$ cat src/rtl/tile_invert.sv
// tile_invert: tracks pixel position on the delayed video stream and inverts
// the RGB of pixels whose 128x128 tile is flagged dark in a double-buffered
// per-frame tile map. Sync signals and pixels leave with a fixed 2-cycle delay.
module tile_invert #(
  parameter int H_TILES    = 15,
  parameter int V_TILES    = 9,
  parameter int TILE_SHIFT = 7,
  parameter int XW         = 12,
  parameter int YW         = 11,
  parameter int CW         = 8
) (
  input  logic                         clk_i,
  input  logic                         rst_ni,
  input  logic                         en_i,
  input  logic [H_TILES*V_TILES-1:0]   dark_i,
  input  logic                         dark_vld_i,
  input  logic                         vs_i,
  input  logic                         hs_i,
  input  logic                         de_i,
  input  logic [3*CW-1:0]              rgb_i,
  output logic                         vs_o,
  output logic                         hs_o,
  output logic                         de_o,
  output logic [3*CW-1:0]              rgb_o,
  output logic [XW-1:0]                x_o,
  output logic [YW-1:0]                y_o
);

  localparam int MAP_W = H_TILES * V_TILES;
  localparam int IDX_W = $clog2(MAP_W);
  localparam int PW    = 3 * CW;

  // Saturating increment so a stuck data enable never wraps the x counter.
  function automatic logic [XW-1:0] sat_inc_x(input logic [XW-1:0] v);
    return (&v) ? v : v + XW'(1);
  endfunction

  // Saturating increment so a frame without vsync never wraps the y counter.
  function automatic logic [YW-1:0] sat_inc_y(input logic [YW-1:0] v);
    return (&v) ? v : v + YW'(1);
  endfunction

  // Blank outside active video, otherwise optionally invert every channel.
  function automatic logic [PW-1:0] shade(input logic de, input logic inv,
                                          input logic [PW-1:0] px);
    if (!de) return '0;
    if (inv) return ~px;
    return px;
  endfunction

  // Map bit of the tile holding (x, y); coordinates beyond the grid clamp
  // to the last tile column/row instead of aliasing into the next row.
  function automatic logic [IDX_W-1:0] tile_index(input logic [XW-1:0] x,
                                                  input logic [YW-1:0] y);
    logic [XW-1:0]    tx_raw;
    logic [YW-1:0]    ty_raw;
    logic [IDX_W-1:0] tx;
    logic [IDX_W-1:0] ty;
    tx_raw = x >> TILE_SHIFT;
    ty_raw = y >> TILE_SHIFT;
    tx = (tx_raw > XW'(H_TILES - 1)) ? IDX_W'(H_TILES - 1) : IDX_W'(tx_raw);
    ty = (ty_raw > YW'(V_TILES - 1)) ? IDX_W'(V_TILES - 1) : IDX_W'(ty_raw);
    return ty * IDX_W'(H_TILES) + tx;
  endfunction

  logic             vs_q;
  logic             de_q;
  logic [XW-1:0]    x_cnt;
  logic [YW-1:0]    y_cnt;
  logic [MAP_W-1:0] pend_map;
  logic [MAP_W-1:0] act_map;
  logic             pend_flag;
  logic             en_frame;

  logic             vs_rise;
  logic             de_fall;
  logic [IDX_W-1:0] tile_idx;
  logic             inv_p0;

  logic             vs_p1;
  logic             hs_p1;
  logic             de_p1;
  logic [PW-1:0]    rgb_p1;
  logic [XW-1:0]    x_p1;
  logic [YW-1:0]    y_p1;
  logic             inv_p1;

  assign vs_rise  = vs_i & ~vs_q;
  assign de_fall  = ~de_i & de_q;
  assign tile_idx = tile_index(x_cnt, y_cnt);
  assign inv_p0   = de_i & en_frame & act_map[tile_idx];

  // Edge detectors and input-side pixel position counters.
  always_ff @(posedge clk_i or negedge rst_ni) begin
    if (!rst_ni) begin
      vs_q  <= 1'b0;
      de_q  <= 1'b0;
      x_cnt <= '0;
      y_cnt <= '0;
    end else begin
      vs_q <= vs_i;
      de_q <= de_i;
      if (de_i)         x_cnt <= sat_inc_x(x_cnt);
      else if (de_fall) x_cnt <= '0;
      if (vs_rise)      y_cnt <= '0;
      else if (de_fall) y_cnt <= sat_inc_y(y_cnt);
    end
  end

  // Tile map double buffer: a newly captured map only becomes active at the
  // next frame start; a capture coinciding with that start waits one more.
  always_ff @(posedge clk_i or negedge rst_ni) begin
    if (!rst_ni) begin
      pend_map  <= '0;
      act_map   <= '0;
      pend_flag <= 1'b0;
      en_frame  <= 1'b0;
    end else begin
      if (vs_rise) en_frame <= en_i;
      if (vs_rise && pend_flag) act_map <= pend_map;
      if (dark_vld_i) begin
        pend_map  <= dark_i;
        pend_flag <= 1'b1;
      end else if (vs_rise && pend_flag) begin
        pend_flag <= 1'b0;
      end
    end
  end

  // ---- stage 1: register sync, pixel, position and inversion decision ----
  always_ff @(posedge clk_i or negedge rst_ni) begin
    if (!rst_ni) begin
      vs_p1  <= 1'b0;
      hs_p1  <= 1'b0;
      de_p1  <= 1'b0;
      rgb_p1 <= '0;
      x_p1   <= '0;
      y_p1   <= '0;
      inv_p1 <= 1'b0;
    end else begin
      vs_p1  <= vs_i;
      hs_p1  <= hs_i;
      de_p1  <= de_i;
      rgb_p1 <= rgb_i;
      x_p1   <= x_cnt;
      y_p1   <= y_cnt;
      inv_p1 <= inv_p0;
    end
  end

  // ---- stage 2: apply blanking/inversion and drive the outputs ----
  always_ff @(posedge clk_i or negedge rst_ni) begin
    if (!rst_ni) begin
      vs_o  <= 1'b0;
      hs_o  <= 1'b0;
      de_o  <= 1'b0;
      rgb_o <= '0;
      x_o   <= '0;
      y_o   <= '0;
    end else begin
      vs_o  <= vs_p1;
      hs_o  <= hs_p1;
      de_o  <= de_p1;
      rgb_o <= shade(de_p1, inv_p1, rgb_p1);
      x_o   <= x_p1;
      y_o   <= y_p1;
    end
  end

endmodule

$ cat config.mk
export PLATFORM = sky130hd
export DESIGN_NAME = tile_invert
export DESIGN_NICKNAME = d
export VERILOG_FILES = /design/src/rtl/tile_invert.sv
export SDC_FILE = /design/constraint.sdc
export NUM_CORES = 1
export LEC_CHECK = 0
export ABC_AREA = 1
export BUFFER_PORTS_ARGS = -buffer_cell sky130_fd_sc_hd__buf_2
export CELL_PAD_IN_SITES_DETAIL_PLACEMENT = 0
export CELL_PAD_IN_SITES_GLOBAL_PLACEMENT = 1
export CORE_AREA = 2 2 205 207
export CTS_BUF_LIST = sky130_fd_sc_hd__clkbuf_8 sky130_fd_sc_hd__clkbuf_16
export DETAILED_ROUTE_END_ITERATION = 6
export DIE_AREA = 0 0 207 209
export GPL_TIMING_DRIVEN = 0
export PLACE_DENSITY_LB_ADDON = 0.1
export SYNTH_ARGS = -nofsm -noshare
export SYNTH_HDL_FRONTEND = slang
export SYNTH_SLANG_ARGS = --single-unit
$ cat constraint.sdc
create_clock -name clk_i -period 4.7 [get_ports clk_i]
set_input_delay 0.94 -clock clk_i [delete_from_list [all_inputs] [get_ports clk_i]]
set_output_delay 0.94 -clock clk_i [all_outputs]
set_load 0.05 [all_outputs]
==> results.sh, run 1 <==
export IMPL_gp_congestion=0.7857
export IMPL_yosys_warnings=0
export IMPL_hp_class="input pin to asynchronous set/reset pin"
export IMPL_grt_first_pass_wirelength_um=65960
export IMPL_clk_pin_slew_ps=70
export IMPL_dpl_hpwl_um=29200
export IMPL_finalPower_uw=8519
export IMPL_worstMarginPinSlew_ps=955.9
export IMPL_leakage_uw=0.009930
export IMPL_max_stage_delay_ps=550
export IMPL_cp_required_ps=5140
export IMPL_period_minus_slack_ps=4370
export IMPL_grt_usage_pct=19.44
export IMPL_viasPerCell=4.796
export IMPL_synth_top_area_share_pct=61.31
export IMPL_cts_tree="yes"
export IMPL_cts_root_buf="clkbuf_16"
export IMPL_slowest_stage="fa_1"
export IMPL_synth_cells=1591
export IMPL_cp_common_cell="nand2_1"
export IMPL_max_vdd_ir_drop_mv=0.2037
export IMPL_yosysTopAreaCell="dfrtp_1"
export IMPL_synth_area_um2=16160
export IMPL_grt_max_degree=120
export IMPL_status="completed"
export IMPL_synth_seq_cells=396
export IMPL_endpoint_kind="register"
export IMPL_crit_arrival_ps=4810
export IMPL_die_area_um2=43260
export IMPL_wl_per_cell_um=17.11
export IMPL_timing_slew_headroom_pct=36.27
export IMPL_cts_sinks=396
export IMPL_synth_flop_cell="dfrtp_1"
export IMPL_initialDrtViolationCount=522
export IMPL_finalSetupViolations=0
export IMPL_post_route_period_util_pct=92.98
export IMPL_synth_area_per_cell_um2=10.16
export IMPL_fp_dieW_um=207
export IMPL_path_cells="buf_2, nor3_4, ha_1, inv_1, fa_1, fa_1, inv_1, ha_1, a21oi_1, nand2_1, or2_2, nand2_2, nand2_1, inv_1, nand2_1, a21oi_1, nor2_1, nand2_1, a21oi_1, nand2_1, nand3_1, nand2_1, inv_1"
export IMPL_grt_pass1_vias=11880
export IMPL_fillCellCount=4092
export IMPL_hold_violations=0
export IMPL_cp_num_buf_inv=5
export IMPL_synth_edf_count=0
export IMPL_clock_latency_ps=560
export IMPL_nNetsFinal=2040
export IMPL_area_delta_synth_final_pct=20.78
export IMPL_drtPass1Iterations=5
export IMPL_cts_buffers=43
export IMPL_ys_async_sr_fraction_pct=100.0
export IMPL_cts_hold_buf=0
export IMPL_coreArea_um2=41290
export IMPL_cts_buffer_depth=3
export IMPL_slew_viol_final=0
export IMPL_skew_ps=15.65
export IMPL_postLayoutCoreUtil_pct=47.28
export IMPL_crit_type="register to register"
export IMPL_gr_total_overflow=0
export IMPL_diodes=0
export IMPL_antenna_found_initial=0
export IMPL_synth_nets=1777
export IMPL_whs_ps=310.2
export IMPL_vias=11630
export IMPL_fmax_ghz=0.2288
export IMPL_io_pins=216
export IMPL_seq_area_frac_synth_pct=61.31
export IMPL_yosysMostFrequentCell="nand2_1"
export IMPL_layout_drive_gt1_share_pct=24.83
export IMPL_critPathTopFamily="adder cells"
export IMPL_synthDistinctLibCells=40
export IMPL_start_util_pct=39.15
export IMPL_h_tree_depth=2
export IMPL_cp_depth=23
export IMPL_netlist_top_cells_count="nand2_1, dfrtp_1, nand3_1"
export IMPL_fp_dieH_um=209
export IMPL_power_density_nw_per_um2=436.4
export IMPL_routed_wl_um=41470
export IMPL_rsz0062_at_grt="false"
export IMPL_ff2ff_path_depth=23
export IMPL_worstSetupStartpointType="register"
export IMPL_rows=75
export IMPL_cap_viol_max_count=0
export IMPL_yosys_top_cells_area="dfrtp_1, nand2_1, mux2_2"
export IMPL_ant_nets=0
export IMPL_io_buffers=214
export IMPL_cp_max_fo=9
export IMPL_drcViolationCount=0
==> where the power goes <==
group,internal [uW],switching (uW),leakage [uW]
registers,3830,217,0.00494
logic,413,551,0.00422
clock network,2160,1350,0.000770
total,6400,2120,0.00993
==> state kept, by name (all words and copies together), names as in the netlist <==
| signal | cells |
|---|---|
| y_cnt | 11 |
| vs_o | 1 |
| rgb_o | 24 |
| en_frame | 1 |
| hs_p1 | 1 |
| act_map | 135 |
| x_p1 | 12 |
| y_p1 | 11 |
| x_o | 12 |
| x_cnt | 12 |
| y_o | 11 |
| hs_o | 1 |
| pend_map | 135 |
| vs_p1 | 1 |
| de_o | 1 |
| rgb_p1 | 24 |
| de_p1 | 1 |
| pend_flag | 1 |
| inv_p1 | 1 |
==> cells in the final DEF, fill, tap and decap left out, types with 27 or more instances in the layout <==
master	count
o21ai_0	56
clkbuf_1	43
a21oi_1	43
dfrtp_1	396
nor2_1	27
nand3_1	158
clkbuf_16	45
mux2_2	122
nand2_1	558
inv_1	74
buf_2	238
==> cell type report <==
cell class / count / area, um2 / share of cell area (%)
buffer: 83 / 421.7 / 2.160
clock buffer: 55 / 1264 / 6.474
clock inverter: 21 / 220.2 / 1.128
inverter: 71 / 267.8 / 1.372
multi-input combinational: 1041 / 5593 / 28.65
sequential: 396 / 9910 / 50.76
tap: 539 / 674.4 / 3.455
timing repair buffer: 218 / 1171 / 5.999
==> through the flow <==
stage,setup slack [ps],setup TNS (ps),cell area (um2),instances
6_report,329.8,0,19520,2424
3_5_place_dp,-818.0,-818.0,18000,2347
4_1_cts,35.69,0,19510,2424
2_1_floorplan,830.1,0,16160,1591
3_3_place_gp,-5191,-2034280,17910,2344
5_1_grt,1.533,0,19520,2424
==> repair_timing <==
item / CTS / global route
hold endpoints to repair: 0 / 0
resized for setup: 2 / 4
pin swaps: 1 / 0
buffers inserted: 1 / 0
endpoints found under the setup margin: 1 / 1
==> routing by layer <==
layer / GRT usage (%) / wire [um] / vias to the layer above
li1: - / - / 5711
met1: 27.08 / 19730 / 5631
met2: 31.32 / 19170 / 222
met3: 3.156 / 1630 / 62
met4: 6.010 / 936 / 0
met5: 0 / 0 / -
==> cell families (layout without fill, tap and decap cells) <==
logic type               count (synthesis)  after routing  share of synthesized area [%]
buffers and inverters                  154            448                          4.258
multiplexers                           122            122                          8.500
other                                    1              1                        0.02320
AND/OR/NAND/NOR                        773            773                          19.76
XOR/XNOR                                 5              5                         0.3174
adder cells (fa/ha/maj)                 20             20                          1.827
flip-flops                             396            396                          61.31
AO/OA/AOI/OAI                          120            120                          4.002
==> final timing paths <==
kind | from | end | slack (ps)
hold reg to reg | y_p1[5] | y_o[5] | 340
min in group clk_i | y_p1[5] | y_o[5] | 340
hold / removal | rst_ni | rgb_o[10] | 310
setup reg to reg | y_cnt[10] | inv_p1 | 330
max in group asynchronous | rst_ni | pend_map[52] | 2850
setup / recovery | y_cnt[10] | inv_p1 | 330
==> worst register-to-register path: cells and delay by family (launching register included) <==
family / cells / cell delay [ps]
buf+inv: 5 / 490
simple gates: 11 / 1380
fa+ha+maj: 4 / 1630
compound gates: 3 / 390
flops: 1 / 370
Power figures use the tool's default switching activity.
==> inputs of run 2 (changes only) <==
==> constraint.sdc (replaced) <==
create_clock -name clk_i -period 4.7 [get_ports clk_i]
set_input_delay 0.235 -clock clk_i [delete_from_list [all_inputs] [get_ports clk_i]]
set_output_delay 0.235 -clock clk_i [all_outputs]
set_load 0.05 [all_outputs]
==> results.sh, run 2 (synthesized netlist as in run 1, its figures left out) <==
export IMPL_ant_nets=0
export IMPL_gr_total_overflow=0
export IMPL_timing_slew_headroom_pct=37.28
export IMPL_power_density_nw_per_um2=407.8
export IMPL_dpl_cell_area_um2=18000
export IMPL_swShare_pct=24.82
export IMPL_io_buffers=214
export IMPL_route_met2_wl_um=20190
export IMPL_gp_congestion=0.7857
export IMPL_period_minus_slack_ps=4374
export IMPL_cts_sinks=396
export IMPL_rsz0062_at_grt="false"
export IMPL_grt_pass1_vias=12630
export IMPL_worstSetupStartpointType="register"
export IMPL_area_delta_synth_final_pct=30.93
export IMPL_fp_dieW_um=207
export IMPL_hold_violations=0
export IMPL_place_ws_ps=-818.0
export IMPL_hp_class="input pin to asynchronous set/reset pin"
export IMPL_setup_ws_ps=326.4
export IMPL_intPower_uw=6488
export IMPL_status="completed"
export IMPL_final_common_cell="nand2_1"
export IMPL_power_clock_fraction_pct=40.6
export IMPL_leakage_uw=0.01061
export IMPL_crit_arrival_ps=4810
export IMPL_whs_ps=212.2
export IMPL_viasPerCell=4.735
export IMPL_drt_met1_wl_um=20380
export IMPL_start_util_pct=39.15
export IMPL_top_layer="met4"
export IMPL_diodes=0
export IMPL_rows=75
export IMPL_antenna_found_initial=0
export IMPL_cts_buffer_depth=3
export IMPL_fp_dieH_um=209
export IMPL_dpl_hpwl_um=29200
export IMPL_cts_tree="yes"
export IMPL_design_area_um2=21160
export IMPL_vias=12250
export IMPL_routed_wl_um=42970
export IMPL_worstMarginPinSlew_ps=940.9
export IMPL_coreArea_um2=41290
export IMPL_drtPass1Iterations=5
export IMPL_die_area_um2=43260
export IMPL_slew_viol_final=0
export IMPL_cp_required_ps=5140
export IMPL_seq_power_share_pct=46.9
export IMPL_cap_viol_max_count=0
export IMPL_endpoint_kind="register"
export IMPL_cp_max_fo=9
export IMPL_drcViolationCount=0
export IMPL_initialDrtViolationCount=582
export IMPL_nNetsFinal=2204
export IMPL_clk_pin_slew_ps=70
export IMPL_finalPower_uw=8630
export IMPL_skew_ps=12.07
export IMPL_fmax_ghz=0.2286
export IMPL_finalSetupViolations=0
export IMPL_wl_per_cell_um=16.60
export IMPL_grt_usage_pct=20.21
export IMPL_combPwrFrac_pct=12.5
export IMPL_post_route_period_util_pct=93.06
export IMPL_clock_latency_ps=560
export IMPL_cts_root_buf="clkbuf_16"
export IMPL_crit_type="register to register"
export IMPL_io_pins=216
export IMPL_final_cell_mix="nand2_1, dfrtp_1, buf_2"
export IMPL_h_tree_depth=2
export IMPL_grt_first_pass_wirelength_um=69060
export IMPL_reg_top3="act_map (135), pend_map (135)"
export IMPL_wl_met3_um=1424
export IMPL_grt_max_degree=120
export IMPL_max_vdd_ir_drop_mv=0.2044
export IMPL_layout_drive_gt1_share_pct=22.84
export IMPL_fillCellCount=3929
export IMPL_power_switching_uw=2142
export IMPL_cts_buffers=43
-- run 2: metal layers --
layer | track usage (%) | vias up
li1 | - | 6046
met1 | 27.72 | 5923
met2 | 33.33 | 219
met3 | 2.991 | 66
met4 | 6.158 | 0
met5 | 0 | -
-- run 2: repair_timing --
item                                   in CTS  in global routing
endpoints found under the hold margin     220                  0
buffers inserted                            1                  0
setup endpoints to repair                   1                  1
pin swaps                                   1                  0
resized for setup                           2                  4
hold buffers                              164                  0
-- run 2: worst paths after layout --
path / from / to / slack, ps / cells past startpoint
max reg2reg: y_cnt[10] / inv_p1 / 330 / 23
min reg2reg: y_p1[5] / y_o[5] / 340 / 0
max in group asynchronous: rst_ni / act_map[45] / 2970 / 4
max: y_cnt[10] / inv_p1 / 330 / 23
min: rst_ni / rgb_o[11] / 210 / 2
min in group clk_i: rgb_i[18] / rgb_p1[18] / 330 / 2
-- run 2: area by class of cell --
| cell class | count | area (um2) | share of cell area, % |
|---|---|---|---|
| sequential | 396 | 9910 | 46.83 |
| timing repair buffer | 382 | 2813 | 13.29 |
| tap | 539 | 674.4 | 3.187 |
| buffer | 83 | 421.7 | 1.992 |
| clock inverter | 21 | 220.2 | 1.041 |
| clock buffer | 55 | 1264 | 5.971 |
| multi-input combinational | 1041 | 5593 | 26.43 |
| inverter | 71 | 267.8 | 1.265 |
-- run 2: power groups by stage --
stage	clock network, uW	logic [uW]	registers [uW]
after floorplan	0	551	4150
after global placement	0	955	4110
after detailed placement	0	983	4110
after CTS	3610	1090	4050
after global routing	3740	1200	4100
final	3510	1080	4050
-- run 2: worst max-delay path, cell delays in order, from the launching register on --
cell     delay (ps)
dfrtp_1         370
buf_2           190
nor3_4          230
ha_1            260
inv_1           120
fa_1            430
fa_1            550
inv_1            40
ha_1            390
a21oi_1         180
nand2_1          80
or2_2           280
nand2_2         160
nand2_1          90
inv_1            80
nand2_1         100
a21oi_1         140
nor2_1           60
nand2_1          60
a21oi_1          80
nand2_1          80
nand3_1         100
nand2_1         120
inv_1            60
-- run 2: through the flow --
stage / utilization, % / TNS, ps / cells
final: 51.25 / 0 / 2588
after global routing: 51.25 / 0 / 2588
after detailed placement: 43.60 / -818.0 / 2347
after floorplan: - / 0 / 1591
after global placement: 43.37 / -1755100 / 2344
after CTS: 51.22 / 0 / 2588
==> inputs of run 3 (changes only) <==
CORE_AREA = 2 2 193 195   (was 2 2 205 207)
DIE_AREA = 0 0 195 197   (was 0 0 207 209)
==> results.sh, run 3 (synthesized netlist as in run 1, its figures left out) <==
export IMPL_slew_viol_final=0
export IMPL_skew_ps=18.10
export IMPL_drtPass1Iterations=5
export IMPL_multi_input_comb_area_um2=5594
export IMPL_rsz0062_at_grt="false"
export IMPL_gp_congestion=0.7951
export IMPL_hold_violations=0
export IMPL_h_tree_depth=2
export IMPL_period_minus_slack_ps=4279
export IMPL_worstSetupStartpointType="register"
export IMPL_clk_pin_slew_ps=60
export IMPL_rows=70
export IMPL_vias=12240
export IMPL_dp_cells=2276
export IMPL_coreArea_um2=36260
export IMPL_crit_arrival_ps=4700
export IMPL_whs_ps=150.6
export IMPL_fp_dieW_um=195
export IMPL_cts_sinks=396
export IMPL_met2_usage_pct=36.14
export IMPL_routed_wl_um=41620
export IMPL_fillCellCount=3245
export IMPL_drcViolationCount=0
export IMPL_viasPerCell=4.870
export IMPL_grt_pass1_vias=12470
export IMPL_cts_tree="yes"
export IMPL_power_density_nw_per_um2=403.5
export IMPL_fmax_ghz=0.2337
export IMPL_cts_buffer_depth=3
export IMPL_layout_drive_gt1_share_pct=22.87
export IMPL_global_route_usage_met1_pct=30.25
export IMPL_leakage_uw=0.01056
export IMPL_post_route_period_util_pct=91.03
export IMPL_cp_common_cell="nand2_1"
export IMPL_cap_viol_max_count=0
export IMPL_crit_start="y_cnt[10]"
export IMPL_endpoint_kind="register"
export IMPL_max_vdd_ir_drop_mv=0.2252
export IMPL_cts_buffers=42
export IMPL_cp_max_fo=9
export IMPL_final_common_cell="nand2_1"
export IMPL_seqCellArea_um2=9910
export IMPL_hp_class="input pin to asynchronous set/reset pin"
export IMPL_ant_nets=0
export IMPL_diodes=0
export IMPL_start_util_pct=44.58
export IMPL_max_stage_delay_ps=550
export IMPL_area_delta_synth_final_pct=29.87
export IMPL_top_usage_layer="met2"
export IMPL_final_cell_mix="nand2_1, dfrtp_1, buf_2"
export IMPL_path_cells="buf_2, nor3_2, ha_1, inv_1, fa_1, fa_1, inv_1, ha_2, a21oi_1, nand2_1, or2_2, nand2_4, nand2_1, inv_1, nand2_1, a21oi_1, nor2_1, nand2_1, a21oi_1, nand2_1, nand3_1, nand2_1, inv_1"
export IMPL_initialDrtViolationCount=691
export IMPL_io_buffers=214
export IMPL_ff2ff_path_depth=23
export IMPL_clock_latency_ps=540
export IMPL_reg2reg_to="inv_p1"
export IMPL_grt_usage_pct=22.13
export IMPL_grt_max_degree=126
export IMPL_fin_cells=2514
export IMPL_r2r_setup_slack_ps=420
export IMPL_dpl_hpwl_um=27680
export IMPL_fp_dieH_um=197
export IMPL_crit_type="register to register"
export IMPL_wl_per_cell_um=16.56
export IMPL_gr_total_overflow=0
export IMPL_finalSetupViolations=0
export IMPL_grt_first_pass_wirelength_um=66550
export IMPL_io_pins=216
export IMPL_antenna_found_initial=0
export IMPL_rr_startpoint="y_cnt[10]"
export IMPL_cp_required_ps=5130
export IMPL_die_area_um2=38420
export IMPL_status="completed"
export IMPL_nNetsFinal=2203
export IMPL_grt_util_met3_pct=3.901
export IMPL_timing_slew_headroom_pct=40.17
export IMPL_cts_root_buf="clkbuf_16"
export IMPL_slowest_stage="fa_1"
export IMPL_reg_top3="act_map (135), pend_map (135)"
export IMPL_worstMarginPinSlew_ps=897.4
==> run 3: routing by layer <==
| layer | vias to the layer above | share of wire [%] |
|---|---|---|
| li1 | 6027 | - |
| met1 | 5862 | 46 |
| met2 | 284 | 47 |
| met3 | 70 | 4.7 |
| met4 | 0 | 2.5 |
| met5 | - | 0 |
==> run 3: critical path: cells and delay by family, from the launching register on <==
family | cells | cell delay (ps)
simple gates | 11 | 1340
fa+ha+maj | 4 | 1580
buf+inv | 5 | 500
flops | 1 | 370
compound gates | 3 | 370
==> run 3: report_power, final <==
group	switching (uW)	internal, uW
Combinational	572	503
Sequential	222	3830
Clock	1340	2000
==> run 3: area by class of cell <==
type                       count  share of cell area (%)
sequential                   396                   47.21
clock buffer                  51                   5.651
multi-input combinational   1041                   26.65
buffer                        83                   2.009
clock inverter                22                   1.013
tap                          468                   2.790
timing repair buffer         382                   13.40
inverter                      71                   1.276
==> run 3: metrics by stage <==
stage | setup TNS (ps) | setup slack (ps) | power [uW] | util (%) | instance area [um2]
floorplan | 0 | 830.1 | 4703 | - | 16160
global placement | -1694840 | -4335 | 5051 | 49.14 | 17820
detailed placement | -677.0 | -677.0 | 5090 | 49.40 | 17910
CTS | 0 | 32.60 | 8565 | 57.84 | 20970
global route | 0 | 6.252 | 8859 | 57.89 | 20990
finish | 0 | 421.5 | 8469 | 57.89 | 20990
==> run 3: worst max path at each step <==
stage | end | slack [ps] | cells past startpoint
global route | inv_p1 | 6 | 24
floorplan | inv_p1 | 830 | 23
detailed placement | inv_p1 | -680 | 20
global placement | pend_map[118] | -4340 | 1
finish | inv_p1 | 420 | 23
CTS | inv_p1 | 30 | 23
==> run 3: repair_timing <==
item,in CTS,in global routing
hold buffers,164,0
setup endpoints to repair,1,1
resized for setup,2,5
setup buffers,1,0
pin swaps,1,0
hold endpoints to repair,201,0
